File: config.mk
export PLATFORM = sky130hd
export DESIGN_NAME = aes256_job_ctrl_flat
export DESIGN_NICKNAME = d
export VERILOG_FILES = /design/src/rtl/aes256_job_ctrl_if.sv /design/src/rtl/aes256_job_ctrl.sv /design/src/flat_wrapper.sv
export SDC_FILE = /design/constraint.sdc
export NUM_CORES = 2
export LEC_CHECK = 0
export CORE_AREA = 2 2 557 559
export DETAILED_ROUTE_END_ITERATION = 12
export DIE_AREA = 0 0 559 561
export PLACE_DENSITY = 0.39
export SLEW_MARGIN = 20
export SYNTH_ARGS = -nofsm -noshare
export SYNTH_HDL_FRONTEND = slang
export SYNTH_SLANG_ARGS = --single-unit
File: constraint.sdc
create_clock -name clk10 -period 68.7 [get_ports clk10]
set_clock_uncertainty 0.05 [all_clocks]
set_input_delay 17.175 -clock clk10 [delete_from_list [all_inputs] [get_ports clk10]]
set_output_delay 17.175 -clock clk10 [all_outputs]
set_load 0.03 [all_outputs]
File: src/rtl/aes256_job_ctrl_if.sv
`timescale 1ns/1ps
// aes256_job_ctrl_if: bundles the two job ports, the response port and the AES core handshake.
// Latency: none, wires only.
// Backpressure: carried by the valid/ready pairs on each job port and the response port.
interface aes256_job_ctrl_if;
  logic         req0_valid;
  logic         req0_ready;
  logic [255:0] req0_key;
  logic [127:0] req0_block;
  logic         req0_dec;

  logic         req1_valid;
  logic         req1_ready;
  logic [255:0] req1_key;
  logic [127:0] req1_block;
  logic         req1_dec;

  logic         rsp_valid;
  logic         rsp_ready;
  logic         rsp_id;
  logic [127:0] rsp_data;
  logic         rsp_err;

  logic [255:0] core_key;
  logic [127:0] core_block;
  logic         core_encdec;
  logic         core_init;
  logic         core_next;
  logic         core_key_ready;
  logic         core_ready;
  logic [127:0] core_result;

  logic         busy;
  logic [7:0]   err_count;

  // Requesters, response consumer and core side
  modport master (
    output req0_valid, req0_key, req0_block, req0_dec,
    output req1_valid, req1_key, req1_block, req1_dec,
    output rsp_ready, core_key_ready, core_ready, core_result,
    input  req0_ready, req1_ready,
    input  rsp_valid, rsp_id, rsp_data, rsp_err,
    input  core_key, core_block, core_encdec, core_init, core_next,
    input  busy, err_count
  );

  // Job controller side
  modport slave (
    input  req0_valid, req0_key, req0_block, req0_dec,
    input  req1_valid, req1_key, req1_block, req1_dec,
    input  rsp_ready, core_key_ready, core_ready, core_result,
    output req0_ready, req1_ready,
    output rsp_valid, rsp_id, rsp_data, rsp_err,
    output core_key, core_block, core_encdec, core_init, core_next,
    output busy, err_count
  );
endinterface

File: src/rtl/aes256_job_ctrl.sv
`timescale 1ns/1ps
// aes256_job_ctrl: two-port round-robin job sequencer for one AES-256 core, with expanded-key cache and watchdog.
// Latency: key hit -> rsp_valid rises on the 3rd clock edge after the accept edge; key miss adds init, guard and key wait.
// Backpressure: one job in flight; both request readys stay low until the response is taken with rsp_ready.
module aes256_job_ctrl #(
  parameter int TIMEOUT_CYCLES = 1024,
  parameter int TO_W           = 11
) (
  input logic              clk10,
  input logic              reset,
  aes256_job_ctrl_if.slave bus
);

  typedef enum logic [2:0] {
    IDLE      = 3'd0,
    KEY_INIT  = 3'd1,
    KEY_WAIT  = 3'd2,
    BLK_START = 3'd3,
    BLK_WAIT  = 3'd4,
    RESP      = 3'd5
  } state_t;

  // Watchdog value seen on the last permitted wait cycle
  localparam logic [TO_W-1:0] WD_LAST = TO_W'(TIMEOUT_CYCLES - 1);

  state_t       state;
  logic         last_grant;
  logic         key_valid;
  logic [255:0] cached_key;
  logic [255:0] key_q;
  logic [127:0] block_q;
  logic         id_q;
  logic [TO_W-1:0] wd;

  logic         core_init_q;
  logic         core_next_q;
  logic         core_encdec_q;
  logic         rsp_valid_q;
  logic         rsp_id_q;
  logic [127:0] rsp_data_q;
  logic         rsp_err_q;
  logic         busy_q;
  logic [7:0]   err_count_q;

  logic         grant0;
  logic         grant1;
  logic [255:0] acc_key;
  logic [127:0] acc_block;
  logic         acc_dec;
  logic         wait_done;

  // Round-robin pick in IDLE; reset masks the readys so every output is low while it is held
  always_comb begin
    grant0 = 1'b0;
    grant1 = 1'b0;
    if (state == IDLE && !reset) begin
      if (bus.req0_valid && (!bus.req1_valid || last_grant)) begin
        grant0 = 1'b1;
      end else if (bus.req1_valid) begin
        grant1 = 1'b1;
      end
    end
  end

  // Payload of the granted requester and the done flag of whichever core wait is active
  always_comb begin
    acc_key   = grant1 ? bus.req1_key   : bus.req0_key;
    acc_block = grant1 ? bus.req1_block : bus.req0_block;
    acc_dec   = grant1 ? bus.req1_dec   : bus.req0_dec;
    wait_done = (state == KEY_WAIT) ? bus.core_key_ready : bus.core_ready;
  end

  // Job sequencer: accept, optional key expansion, block run, response hold
  always_ff @(posedge clk10 or posedge reset) begin
    if (reset) begin
      state         <= IDLE;
      last_grant    <= 1'b1;
      key_valid     <= 1'b0;
      cached_key    <= '0;
      key_q         <= '0;
      block_q       <= '0;
      id_q          <= 1'b0;
      wd            <= '0;
      core_init_q   <= 1'b0;
      core_next_q   <= 1'b0;
      core_encdec_q <= 1'b0;
      rsp_valid_q   <= 1'b0;
      rsp_id_q      <= 1'b0;
      rsp_data_q    <= '0;
      rsp_err_q     <= 1'b0;
      busy_q        <= 1'b0;
      err_count_q   <= '0;
    end else begin
      core_init_q <= 1'b0;
      core_next_q <= 1'b0;
      case (state)
        IDLE: begin
          if (grant0 || grant1) begin
            key_q         <= acc_key;
            block_q       <= acc_block;
            core_encdec_q <= !acc_dec;
            id_q          <= grant1;
            last_grant    <= grant1;
            busy_q        <= 1'b1;
            if (key_valid && cached_key == acc_key) begin
              state       <= BLK_START;
              core_next_q <= 1'b1;
            end else begin
              state       <= KEY_INIT;
              core_init_q <= 1'b1;
            end
          end
        end
        KEY_INIT: begin
          cached_key <= key_q;
          key_valid  <= 1'b0;
          wd         <= '0;
          state      <= KEY_WAIT;
        end
        BLK_START: begin
          wd    <= '0;
          state <= BLK_WAIT;
        end
        KEY_WAIT, BLK_WAIT: begin
          // wd==0 marks the guard cycle: the core may still show the previous ready
          if (wd != '0 && wait_done) begin
            if (state == KEY_WAIT) begin
              key_valid   <= 1'b1;
              core_next_q <= 1'b1;
              state       <= BLK_START;
            end else begin
              rsp_valid_q <= 1'b1;
              rsp_id_q    <= id_q;
              rsp_data_q  <= bus.core_result;
              rsp_err_q   <= 1'b0;
              state       <= RESP;
            end
          end else if (wd == WD_LAST) begin
            // Abort: the core state is unknown, so force a fresh key expansion next time
            rsp_valid_q <= 1'b1;
            rsp_id_q    <= id_q;
            rsp_data_q  <= '0;
            rsp_err_q   <= 1'b1;
            key_valid   <= 1'b0;
            state       <= RESP;
            if (err_count_q != 8'hFF) begin
              err_count_q <= err_count_q + 8'd1;
            end
          end else begin
            wd <= wd + 1'b1;
          end
        end
        RESP: begin
          if (bus.rsp_ready) begin
            rsp_valid_q <= 1'b0;
            busy_q      <= 1'b0;
            state       <= IDLE;
          end
        end
        default: begin
          state <= IDLE;
        end
      endcase
    end
  end

  assign bus.req0_ready  = grant0;
  assign bus.req1_ready  = grant1;
  assign bus.rsp_valid   = rsp_valid_q;
  assign bus.rsp_id      = rsp_id_q;
  assign bus.rsp_data    = rsp_data_q;
  assign bus.rsp_err     = rsp_err_q;
  assign bus.core_key    = key_q;
  assign bus.core_block  = block_q;
  assign bus.core_encdec = core_encdec_q;
  assign bus.core_init   = core_init_q;
  assign bus.core_next   = core_next_q;
  assign bus.busy        = busy_q;
  assign bus.err_count   = err_count_q;

endmodule

File: src/flat_wrapper.sv
// flat-port wrapper written by rule: the top's interface ports become plain ports
module aes256_job_ctrl_flat 
#(
  parameter int TIMEOUT_CYCLES = 1024,
  parameter int TO_W           = 11
)
  (clk10, reset, bus_req0_valid, bus_req0_key, bus_req0_block, bus_req0_dec, bus_req1_valid, bus_req1_key, bus_req1_block, bus_req1_dec, bus_rsp_ready, bus_core_key_ready, bus_core_ready, bus_core_result, bus_req0_ready, bus_req1_ready, bus_rsp_valid, bus_rsp_id, bus_rsp_data, bus_rsp_err, bus_core_key, bus_core_block, bus_core_encdec, bus_core_init, bus_core_next, bus_busy, bus_err_count);
  aes256_job_ctrl_if bus_i ();
  input logic clk10;
  input logic reset;
  input wire logic [$bits(bus_i.req0_valid)-1:0] bus_req0_valid;
  input wire logic [$bits(bus_i.req0_key)-1:0] bus_req0_key;
  input wire logic [$bits(bus_i.req0_block)-1:0] bus_req0_block;
  input wire logic [$bits(bus_i.req0_dec)-1:0] bus_req0_dec;
  input wire logic [$bits(bus_i.req1_valid)-1:0] bus_req1_valid;
  input wire logic [$bits(bus_i.req1_key)-1:0] bus_req1_key;
  input wire logic [$bits(bus_i.req1_block)-1:0] bus_req1_block;
  input wire logic [$bits(bus_i.req1_dec)-1:0] bus_req1_dec;
  input wire logic [$bits(bus_i.rsp_ready)-1:0] bus_rsp_ready;
  input wire logic [$bits(bus_i.core_key_ready)-1:0] bus_core_key_ready;
  input wire logic [$bits(bus_i.core_ready)-1:0] bus_core_ready;
  input wire logic [$bits(bus_i.core_result)-1:0] bus_core_result;
  output wire logic [$bits(bus_i.req0_ready)-1:0] bus_req0_ready;
  output wire logic [$bits(bus_i.req1_ready)-1:0] bus_req1_ready;
  output wire logic [$bits(bus_i.rsp_valid)-1:0] bus_rsp_valid;
  output wire logic [$bits(bus_i.rsp_id)-1:0] bus_rsp_id;
  output wire logic [$bits(bus_i.rsp_data)-1:0] bus_rsp_data;
  output wire logic [$bits(bus_i.rsp_err)-1:0] bus_rsp_err;
  output wire logic [$bits(bus_i.core_key)-1:0] bus_core_key;
  output wire logic [$bits(bus_i.core_block)-1:0] bus_core_block;
  output wire logic [$bits(bus_i.core_encdec)-1:0] bus_core_encdec;
  output wire logic [$bits(bus_i.core_init)-1:0] bus_core_init;
  output wire logic [$bits(bus_i.core_next)-1:0] bus_core_next;
  output wire logic [$bits(bus_i.busy)-1:0] bus_busy;
  output wire logic [$bits(bus_i.err_count)-1:0] bus_err_count;
  assign bus_i.req0_valid = bus_req0_valid;
  assign bus_i.req0_key = bus_req0_key;
  assign bus_i.req0_block = bus_req0_block;
  assign bus_i.req0_dec = bus_req0_dec;
  assign bus_i.req1_valid = bus_req1_valid;
  assign bus_i.req1_key = bus_req1_key;
  assign bus_i.req1_block = bus_req1_block;
  assign bus_i.req1_dec = bus_req1_dec;
  assign bus_i.rsp_ready = bus_rsp_ready;
  assign bus_i.core_key_ready = bus_core_key_ready;
  assign bus_i.core_ready = bus_core_ready;
  assign bus_i.core_result = bus_core_result;
  assign bus_req0_ready = bus_i.req0_ready;
  assign bus_req1_ready = bus_i.req1_ready;
  assign bus_rsp_valid = bus_i.rsp_valid;
  assign bus_rsp_id = bus_i.rsp_id;
  assign bus_rsp_data = bus_i.rsp_data;
  assign bus_rsp_err = bus_i.rsp_err;
  assign bus_core_key = bus_i.core_key;
  assign bus_core_block = bus_i.core_block;
  assign bus_core_encdec = bus_i.core_encdec;
  assign bus_core_init = bus_i.core_init;
  assign bus_core_next = bus_i.core_next;
  assign bus_busy = bus_i.busy;
  assign bus_err_count = bus_i.err_count;
  aes256_job_ctrl #(.TIMEOUT_CYCLES(TIMEOUT_CYCLES), .TO_W(TO_W)) u_core (.clk10(clk10), .reset(reset), .bus(bus_i));
endmodule
==> flow_metrics.py <==
metrics = {
    "global_route": {
        "grt_pass1_wl_um": 466000,
        "gr-usage-met1_pct": 29.8,
        "grt_pass1_vias": 42000,
        "grt-ovfl-total": 0,
        "antenna_found_initial": 265,
        "met2_usage_pct": 33.1,
        "track_usage_pct": 22.6,
        "gr-usage-met3_pct": 9.21,
        "grt-busiest-layer": "met2",
        "grt_start_max_net_pins": 140,
    },
    "yosys": {
        "ys.flop_type": "dfrtp_1",
        "ys_async_sr_fraction_pct": 100,
        "ys_seq_area_share_pct": 50.3,
        "synth-edff-count": 0,
        "synth_fp_nets": 5373,
        "synth_area_um2": 39800,
        "ys_types": 72,
        "synth_warnings": 0,
        "syn_inst": 4465,
        "syn_avg_cell_area_um2": 8.91,
        "ys_ff_latch": 800,
    },
    "routing": {
        "ant_nets": 0,
        "wire_per_inst_um": 36.3,
        "drc": 0,
        "via_count": 43100,
        "wl_um": 367000,
        "drt_iter0_markers": 4088,
        "vias_per_cell": 4.27,
        "dr.pass1.iters": 7,
    },
    "place": {
        "port_buffers": 1433,
        "gp_congestion": 0.923,
        "dp_cells": 9827,
        "dp_hpwl_um": 305000,
    },
    "power": {
        "ir_worst_vdd_mv": 0.0226,
        "p_leak_nw": 25.5,
        "powerDensity_nw_per_um2": 49.5,
    },
    "flow_run": {
        "max_cap_violations": 0,
    },
    "layout": {
        "most-common-layout-cells": "1433 x clkdlybuf4s50_1, 1018 x nand2_1, 799 x dfrtp_1",
        "layout_commonest_cell": "clkdlybuf4s50_1",
        "drive_above_1_share_pct": 7.45,
        "nets": 6733,
        "synthToLayoutAreaGrowth_pct": 58.5,
        "stdcell_count": 10100,
    },
    "floorplan": {
        "fp.dieH_um": 561,
        "die-width_um": 559,
        "dieArea_um2": 314000,
        "initial_core_util_pct": 12.9,
        "rows": 204,
        "ios": 1434,
        "design.core.area_um2": 308000,
    },
    "timing": {
        "min_period_ns": 37.95,
        "max-slew-margin-rel_pct": 11.4,
        "hold_violations": 0,
        "tightest_slew_ns": 1.32,
        "period_share_pct": 55.2,
        "setup_viol": 0,
        "rsz0062_at_grt": "no",
        "final.setup.tns_ns": 0,
        "fmaxAchievable_mhz": 26.3,
        "slew_viol_final": 0,
    },
    "worst_setup_path": {
        "r2r-start": "u_core.state[1]",
        "crit_fanout": 39,
        "criticalPathCategory": "in -> out",
        "startpoint_type": "primary input",
        "end_kind": "output pin",
        "crit_start": "reset",
        "crit_required_ns": 51.47,
        "cp.arrival_ns": 20.73,
    },
    "clock_tree": {
        "clockBufferDepth": 4,
        "cts_root_buf": "clkbuf_16",
        "clk_latency_ns": 0.90,
        "postCtsHoldBufs": 0,
        "clock-sinks": 800,
        "cts_buffers": 116,
        "cts_tree": "yes",
        "htree_num_levels": 3,
        "cts_setup_buffers": 0,
        "clkSlewWorstSetupHoldPaths_ns": 0.06,
        "post_cts_resized": 0,
    },
    "outcome": {
        "outcome": "finished clean",
    },
    "hold_path": {
        "hold_path_class": "reg -> reg",
        "holdCritStartpoint": "u_core.bus.core_key[132]",
    },
}
==> metrics by stage <==
step	area, um^2	hold WS (ns)	total power [mW]	worst slack [ns]	util, %
after detailed placement	59000	0.406	2.50	30.63	19.2
after global placement	59000	0.402	2.49	30.64	19.2
after CTS	62900	0.343	3.15	30.62	20.4
final	63100	0.346	3.12	30.75	20.5
after floorplan	39800	0.389	1.57	29.01	-
after global routing	63000	0.384	3.25	30.57	20.5
==> synth_stat cells, drive strengths merged (4+ instances only) <==
master	n	area share [%]
o2bb2ai	27	0.59
a21o	16	0.30
mux2i	103	2.6
a31oi	259	4.1
clkbuf	233	2.2
nor2b	93	1.5
o22ai	84	1.3
nand2	1019	9.6
a2111o	9	0.25
o221ai	14	0.31
nor2	303	2.9
a22oi	7	0.13
a2111oi	36	0.79
o2111ai	40	0.88
a32oi	6	0.13
a221oi	12	0.26
nor4	48	0.79
nand2b	125	2.0
o2111a	4	0.11
a22o	13	0.29
nand3	177	2.2
or4	9	0.17
xnor2	46	1.0
nand4	24	0.38
dfrtp	799	50
buf	39	0.51
a221o	6	0.15
o21ai	297	3.7
mux2	143	4.0
a2bb2oi	7	0.15
nor3	21	0.28
xor2	57	1.3
and3	7	0.11
inv	220	2.1
a21oi	96	1.2
a222oi	9	0.23
==> routing by layer <==
layer  routed length, um  vias to the layer above  part of all wire (%)
met1              161000                    21700                    44
met5                1190                        -                  0.32
met2              153000                     2335                    42
met4               12900                      176                   3.5
li1                    -                    18300                     -
met3               38100                      645                    10
==> worst max-delay path: stages <==
cell	delay, ns
clkdlybuf4s50_1	0.57
nor4_4	0.30
buf_4	0.34
nand3_4	0.72
inv_8	0.68
clkdlybuf4s50_1	0.79
==> where the power goes <==
group	total [mW]	internal (mW)	switching, mW
logic	1.59	0.531	1.06
clock network	0.633	0.370	0.263
registers	0.895	0.693	0.201
total	3.12	1.59	1.52
==> registers in the layout, indices dropped and copies added (netlist names), 3 cells and up <==
name / flops
u_core.bus.rsp_data: 128
u_core.state: 3
u_core.bus.core_block: 128
u_core.cached_key: 256
u_core.bus.err_count: 8
u_core.bus.core_key: 256
u_core.wd: 11
==> path summary, 6_finish.rpt <==
path | slack (ns) | cells after the start | endpoint
max in group asynchronous | 47.84 | 6 | u_core.bus.rsp_data[72]
max | 30.75 | 6 | bus_req0_ready
min reg2reg | 0.35 | 2 | u_core.cached_key[132]
min | 0.35 | 2 | u_core.cached_key[132]
min in group asynchronous | 16.96 | 2 | u_core.bus.core_block[106]
max reg2reg | 62.32 | 14 | u_core.bus.core_next
==> logic make-up (layout without fill, tap and decap cells) <==
kind of cell    count (synthesis)  count (layout)  share of synthesized area [%]
fa+ha+maj                       3               3                         0.0944
mux                           246             246                           6.64
buf+inv                       492            1946                           4.79
flops                         800             800                           50.3
other cells                     0              67                              0
simple gates                 1845            1845                           20.2
compound gates                976             976                           15.7
xor+xnor                      103             103                           2.27
==> layout make-up <==
class,count,area (um^2)
repair buffers,1514,15000
clock inverters,45,464
fillers,34000,245000
diodes,67,168
well taps,4120,5150
inverters,220,848
flip-flops and latches,800,20000
multi-input cells,3173,18000
clock buffers,167,3420
(Power assumes the default switching activity.)
